## config.mk

```make
export PLATFORM = sky130hd
export DESIGN_NAME = uart_tx_scheduler
export DESIGN_NICKNAME = d
export VERILOG_FILES = /design/src/rtl/uart_tx_scheduler.sv
export SDC_FILE = /design/constraint.sdc
export NUM_CORES = 1
export LEC_CHECK = 0
export CAP_MARGIN = 10
export CORE_ASPECT_RATIO = 1.5
export CORE_MARGIN = 10
export CORE_UTILIZATION = 48
export CTS_CLUSTER_DIAMETER = 200
export DETAILED_ROUTE_END_ITERATION = 16
export PLACE_DENSITY = 0.79
export SYNTH_ARGS = -nofsm -noshare
export SYNTH_HDL_FRONTEND = slang
export SYNTH_SLANG_ARGS = --single-unit
```

## constraint.sdc

```tcl
create_clock -name clk_in -period 2.2 [get_ports clk_in]
set_input_delay 0.44 -clock clk_in [delete_from_list [all_inputs] [get_ports clk_in]]
set_output_delay 0.44 -clock clk_in [all_outputs]
set_load 0.005 [all_outputs]
```

## src/rtl/uart_tx_scheduler.sv

```systemverilog
// uart_tx_scheduler
// Shares one UART transmit line between NUM_REQ byte sources. A round-robin
// arbiter picks one pending requester while the line is idle, and the chosen
// byte is then serialised as 8N1 (start, 8 data bits LSB first, stop).
//
// Ports
//   clk_in         system clock
//   rst_in         synchronous active-high reset, highest priority
//   req_valid_in   per-requester "byte pending"
//   req_data_in    byte of requester i at [8i+7:8i]
//   req_ready_out  one-hot, combinational; byte i accepted on valid & ready
//   tx_out         serial line, idle high (registered)
//   busy_out       high from the first start-bit cycle to the last stop-bit cycle
//   grant_id_out   index of the last accepted requester

module uart_tx_scheduler #(
    parameter int unsigned NUM_REQ      = 4,
    parameter int unsigned CLKS_PER_BIT = 868,
    parameter int unsigned CNT_W        = $clog2(CLKS_PER_BIT)
) (
    input  logic                         clk_in,
    input  logic                         rst_in,
    input  logic [NUM_REQ-1:0]           req_valid_in,
    input  logic [8*NUM_REQ-1:0]         req_data_in,
    output logic [NUM_REQ-1:0]           req_ready_out,
    output logic                         tx_out,
    output logic                         busy_out,
    output logic [$clog2(NUM_REQ)-1:0]   grant_id_out
);

    localparam int unsigned GID_W    = $clog2(NUM_REQ);
    localparam int unsigned LAST_BIT = 7;

    typedef enum logic [1:0] {
        IDLE  = 2'd0,
        START = 2'd1,
        DATA  = 2'd2,
        STOP  = 2'd3
    } state_e;

    state_e             state_q;
    logic               tx_q;
    logic               busy_q;
    logic [GID_W-1:0]   grant_q;
    logic [CNT_W-1:0]   cnt_q;
    logic [CNT_W-1:0]   cnt_d;
    logic [2:0]         bit_idx_q;
    logic [7:0]         shift_q;

    logic               wrap_c;
    logic               found_c;
    logic [GID_W-1:0]   sel_c;
    logic [GID_W-1:0]   idx_c;
    logic [7:0]         sel_byte_c;

    // Bit-period counter: >= so a corrupted out-of-range value still wraps.
    assign wrap_c = (cnt_q >= CNT_W'(CLKS_PER_BIT - 1));
    assign cnt_d  = wrap_c ? '0 : (cnt_q + CNT_W'(1));

    // Round-robin search starting one past the last grant.
    always_comb begin
        found_c = 1'b0;
        sel_c   = '0;
        idx_c   = '0;
        for (int k = 0; k < int'(NUM_REQ); k++) begin
            idx_c = GID_W'((32'(grant_q) + 32'(1) + 32'(k)) % NUM_REQ);
            if (!found_c && req_valid_in[idx_c]) begin
                found_c = 1'b1;
                sel_c   = idx_c;
            end
        end
    end

    // Byte of the selected requester.
    always_comb begin
        sel_byte_c = '0;
        for (int k = 0; k < int'(NUM_REQ); k++) begin
            if (sel_c == GID_W'(k)) begin
                sel_byte_c = req_data_in[8*k +: 8];
            end
        end
    end

    // Ready only in IDLE, and never while reset is being applied.
    always_comb begin
        req_ready_out = '0;
        if ((state_q == IDLE) && found_c && !rst_in) begin
            req_ready_out = NUM_REQ'(1) << sel_c;
        end
    end

    // Frame FSM with registered line and busy outputs.
    always_ff @(posedge clk_in) begin
        if (rst_in) begin
            state_q   <= IDLE;
            tx_q      <= 1'b1;
            busy_q    <= 1'b0;
            grant_q   <= GID_W'(NUM_REQ - 1);
            cnt_q     <= '0;
            bit_idx_q <= '0;
            shift_q   <= '0;
        end else begin
            case (state_q)
                IDLE: begin
                    tx_q   <= 1'b1;
                    busy_q <= 1'b0;
                    cnt_q  <= '0;
                    if (found_c) begin
                        shift_q   <= sel_byte_c;
                        grant_q   <= sel_c;
                        bit_idx_q <= '0;
                        tx_q      <= 1'b0;
                        busy_q    <= 1'b1;
                        state_q   <= START;
                    end
                end

                START: begin
                    cnt_q <= cnt_d;
                    if (wrap_c) begin
                        tx_q      <= shift_q[0];
                        bit_idx_q <= '0;
                        state_q   <= DATA;
                    end
                end

                DATA: begin
                    cnt_q <= cnt_d;
                    if (wrap_c) begin
                        if (bit_idx_q == 3'(LAST_BIT)) begin
                            tx_q    <= 1'b1;
                            state_q <= STOP;
                        end else begin
                            // Next bit sits at [1] before the shift takes effect.
                            tx_q      <= shift_q[1];
                            shift_q   <= {1'b0, shift_q[7:1]};
                            bit_idx_q <= bit_idx_q + 3'(1);
                        end
                    end
                end

                STOP: begin
                    cnt_q <= cnt_d;
                    if (wrap_c) begin
                        busy_q  <= 1'b0;
                        state_q <= IDLE;
                    end
                end

                default: begin
                    tx_q    <= 1'b1;
                    busy_q  <= 1'b0;
                    cnt_q   <= '0;
                    state_q <= IDLE;
                end
            endcase
        end
    end

    assign tx_out       = tx_q;
    assign busy_out     = busy_q;
    assign grant_id_out = grant_q;

endmodule
```

==> flow_summary.toml <==
[logic_synthesis]
syn_nets = 248
synthFlopType = "dfxtp_1"
synth_warnings = 0
synthCells = 203
synth_edf_count = 0
synth_cell_types = 46
synth.cell_area_um2 = 1747
syn_area_per_cell_um2 = 8.604
seq_area_frac_synth_pct = 30.95
synthArstFlopShare_pct = 0
ys_ff_latch = 27

[die]
floorplan.rows = 26
dieArea_um2 = 6502
die_w_um = 69.26
core_um2 = 3448
die_h_um = 93.88
start_util_pct = 50.65
io_pins = 46

[grt]
grt_use_total_pct = 13.76
antenna_found_initial = 0
grt_first_pass_wirelength_um = 7610
grt_max_degree = 23
grt-ovfl-total = 0
grt_pass1_vias = 1637

[clock_network]
path_clk_slew_ns = 0.09
postCtsHoldBufs = 0
cts_max_level = 1
cts_made_buffers = 3
clock-root-buffer = "clkbuf_8"
cts_tree = "done"
clkLatencyLatePin_ns = 0.28
clock_path_buffers = 2
clock_sinks = 27

[pwr]
p_leak_nw = 0.9546
switching_share_pct = 37.23
vdd_ir_drop_max_mv = 0.8206
power_switching_mw = 0.8457
p_int_mw = 1.426
clkPwrFrac_pct = 12.5
power_density_nw_per_um2 = 964.2
seqPwrFrac_pct = 31.1
comb_power_share_pct = 56.3

[timing]
fin_crit_ns = 2.113
slew_violations = 0
tightest_slew_ns = 0.4035
rsz0062_at_grt = "no"
hold_violations = 0
max_freq_mhz = 473.3
fin_crit_sh_pct = 96.03
slew-limit-headroom_pct = 72.92
setup_viol = 0
skew_ns = 0.006205

[finish]
stdcell_area_um2 = 2356
drive_gt1_share_pct = 15.56
syn_to_final_growth_pct = 34.89
nets = 303
num_antenna_cells = 0
fin_util_pct = 68.32

[worst_setup_path]
critical_path_buf_inv_count = 2
critPathArrivalTime_ns = 1.67
crit_path_max_incr_delay_ns = 0.34
crit_required_ns = 1.76
start_kind = "primary input"
cp_top_family = "buffers and inverters"
cp-end-kind = "output port"
critPathKind = "in2out"
cpMaxStageDelayCell = "or3_4"
path_cells = "clkdlybuf4s15_2, o21ai_2, o221ai_4, or3_4, nor2_1, dlygate4sd2_1"
worstPathMaxFanout = 5

[route]
drt-pass1-iter-count = 4
via_per_inst = 5.505
drt_iter0_markers = 39
wl_per_cell_um = 14.63
drc = 0
dr_total_vias = 1646
wirelength_um = 4373
ant_nets = 0

[placement]
hpwlAfterDp_um = 3541
io_buffers = 45
placed_cell_area_um2 = 2296
place.gp.congestion = 0.8039

[worst_hold_path]
hp-class = "reg2reg"

[flow_run]
max_cap_viol_count = 0

[outcome]
status = "finished clean"
[per-layer routing]
metal,part of all wire (%),vias to the layer above,global-route usage (%),wire [µm]
li1,-,844,-,-
met2,46,50,23.47,2002
met5,0,-,0,0
met4,2.0,0,5.051,87
met1,48,745,16.77,2112
met3,3.9,7,2.328,170
[layout by cell type (no fill, tap or decap), types with 3 or more instances in the layout]
master	count
mux2i_1	18
nor3b_1	8
or3_1	3
mux2_2	4
clkbuf_8	3
nor2_1	26
a22oi_1	5
o21ai_0	7
a21oi_1	5
nand2b_1	3
clkdlybuf4s50_1	37
o21ai_1	3
nor3_1	9
ha_1	7
o211ai_1	3
dfxtp_1	25
xor2_1	3
buf_4	17
o22ai_1	3
a32o_1	3
nand3_1	8
dlygate4sd2_1	4
inv_1	3
nand2_1	8
nor2b_1	7
xnor2_1	3
[sequential cells by signal, summed over array words and instances (netlist names)]
signal / count
state_q: 2
busy_out: 1
shift_q: 8
grant_id_out: 2
tx_out: 1
bit_idx_q: 3
cnt_q: 10
[cell families after synthesis]
| group | after synthesis | synth area share [%] |
|---|---|---|
| xor gates and xnor gates | 6 | 3.009 |
| muxes | 23 | 13.75 |
| DFF | 27 | 30.95 |
| and+or+nand+nor | 84 | 25.36 |
| adders and majority gates | 7 | 5.014 |
| buffers and inverters | 16 | 5.086 |
| AOI/OAI and AO/OA | 40 | 16.83 |
[synthesized netlist by cell type (3+ instances only)]
master    instances  area share [%]
dfxtp_1          27              31
nor2_1           26             5.6
mux2i_1          18              10
nor3_1            9             2.6
nand2_1           8             1.7
nand3_1           8             2.3
nor3b_1           8             3.4
ha_1              7             5.0
nor2b_1           7             2.5
o21ai_0           7             2.0
a21oi_1           5             1.4
a22oi_1           5             2.1
clkbuf_1          5             1.1
inv_1             4            0.86
mux2_2            4             2.6
or3_1             4             1.4
a32o_1            3             1.7
buf_4             3             1.3
nand2b_1          3             1.1
o211ai_1          3             1.3
o21ai_1           3            0.86
o22ai_1           3             1.1
xnor2_1           3             1.5
xor2_1            3             1.5
[through the flow]
stage | total power, mW | cells | setup TNS, ns | hold slack, ns | worst slack (ns)
3_5_place_dp | 1.990 | 294 | -2.988 | 0.4431 | -0.5460
5_1_grt | 2.479 | 299 | 0 | 0.4965 | 0.002202
6_report | 2.272 | 299 | 0 | 0.4622 | 0.08735
2_1_floorplan | 1.567 | 203 | 0 | 0.4175 | 0.3093
3_3_place_gp | 1.971 | 294 | -2.782 | 0.4321 | -0.5068
4_1_cts | 2.267 | 298 | 0 | 0.4639 | 0.03608
[cell type report]
cell class / instances / area, µm²
fill: 319 / 1092
multi-input combinational: 160 / 1132
tap: 42 / 52.55
clock inverter: 1 / 7.507
clock buffer: 3 / 41.29
sequential: 27 / 543.0
inverter: 4 / 15.01
timing repair buffer: 62 / 564.3
[power by group through the flow]
stage	sequential, mW	clock (mW)	combinational, mW
final	0.707	0.285	1.28
after global routing	0.724	0.312	1.44
after CTS	0.703	0.295	1.27
after detailed placement	0.714	0	1.28
after global placement	0.708	0	1.26
after floorplan	0.696	0	0.871
[final timing paths]
check                        from  slack, ns          endpoint  cells after the start
hold / removal           cnt_q[0]       0.46          cnt_q[0]                      1
hold reg to reg          cnt_q[0]       0.46          cnt_q[0]                      1
setup reg to reg     bit_idx_q[0]       0.30        shift_q[1]                      9
setup / recovery  req_valid_in[1]       0.09  req_ready_out[3]                      6
[repair_timing]
action	in CTS	in global routing
setup buffers	0	1
gates resized for setup	11	10
hold endpoints to repair	0	0
setup endpoints to repair	4	4
pin swaps	2	1
Note: power is estimated with default switching activity, not from simulation.
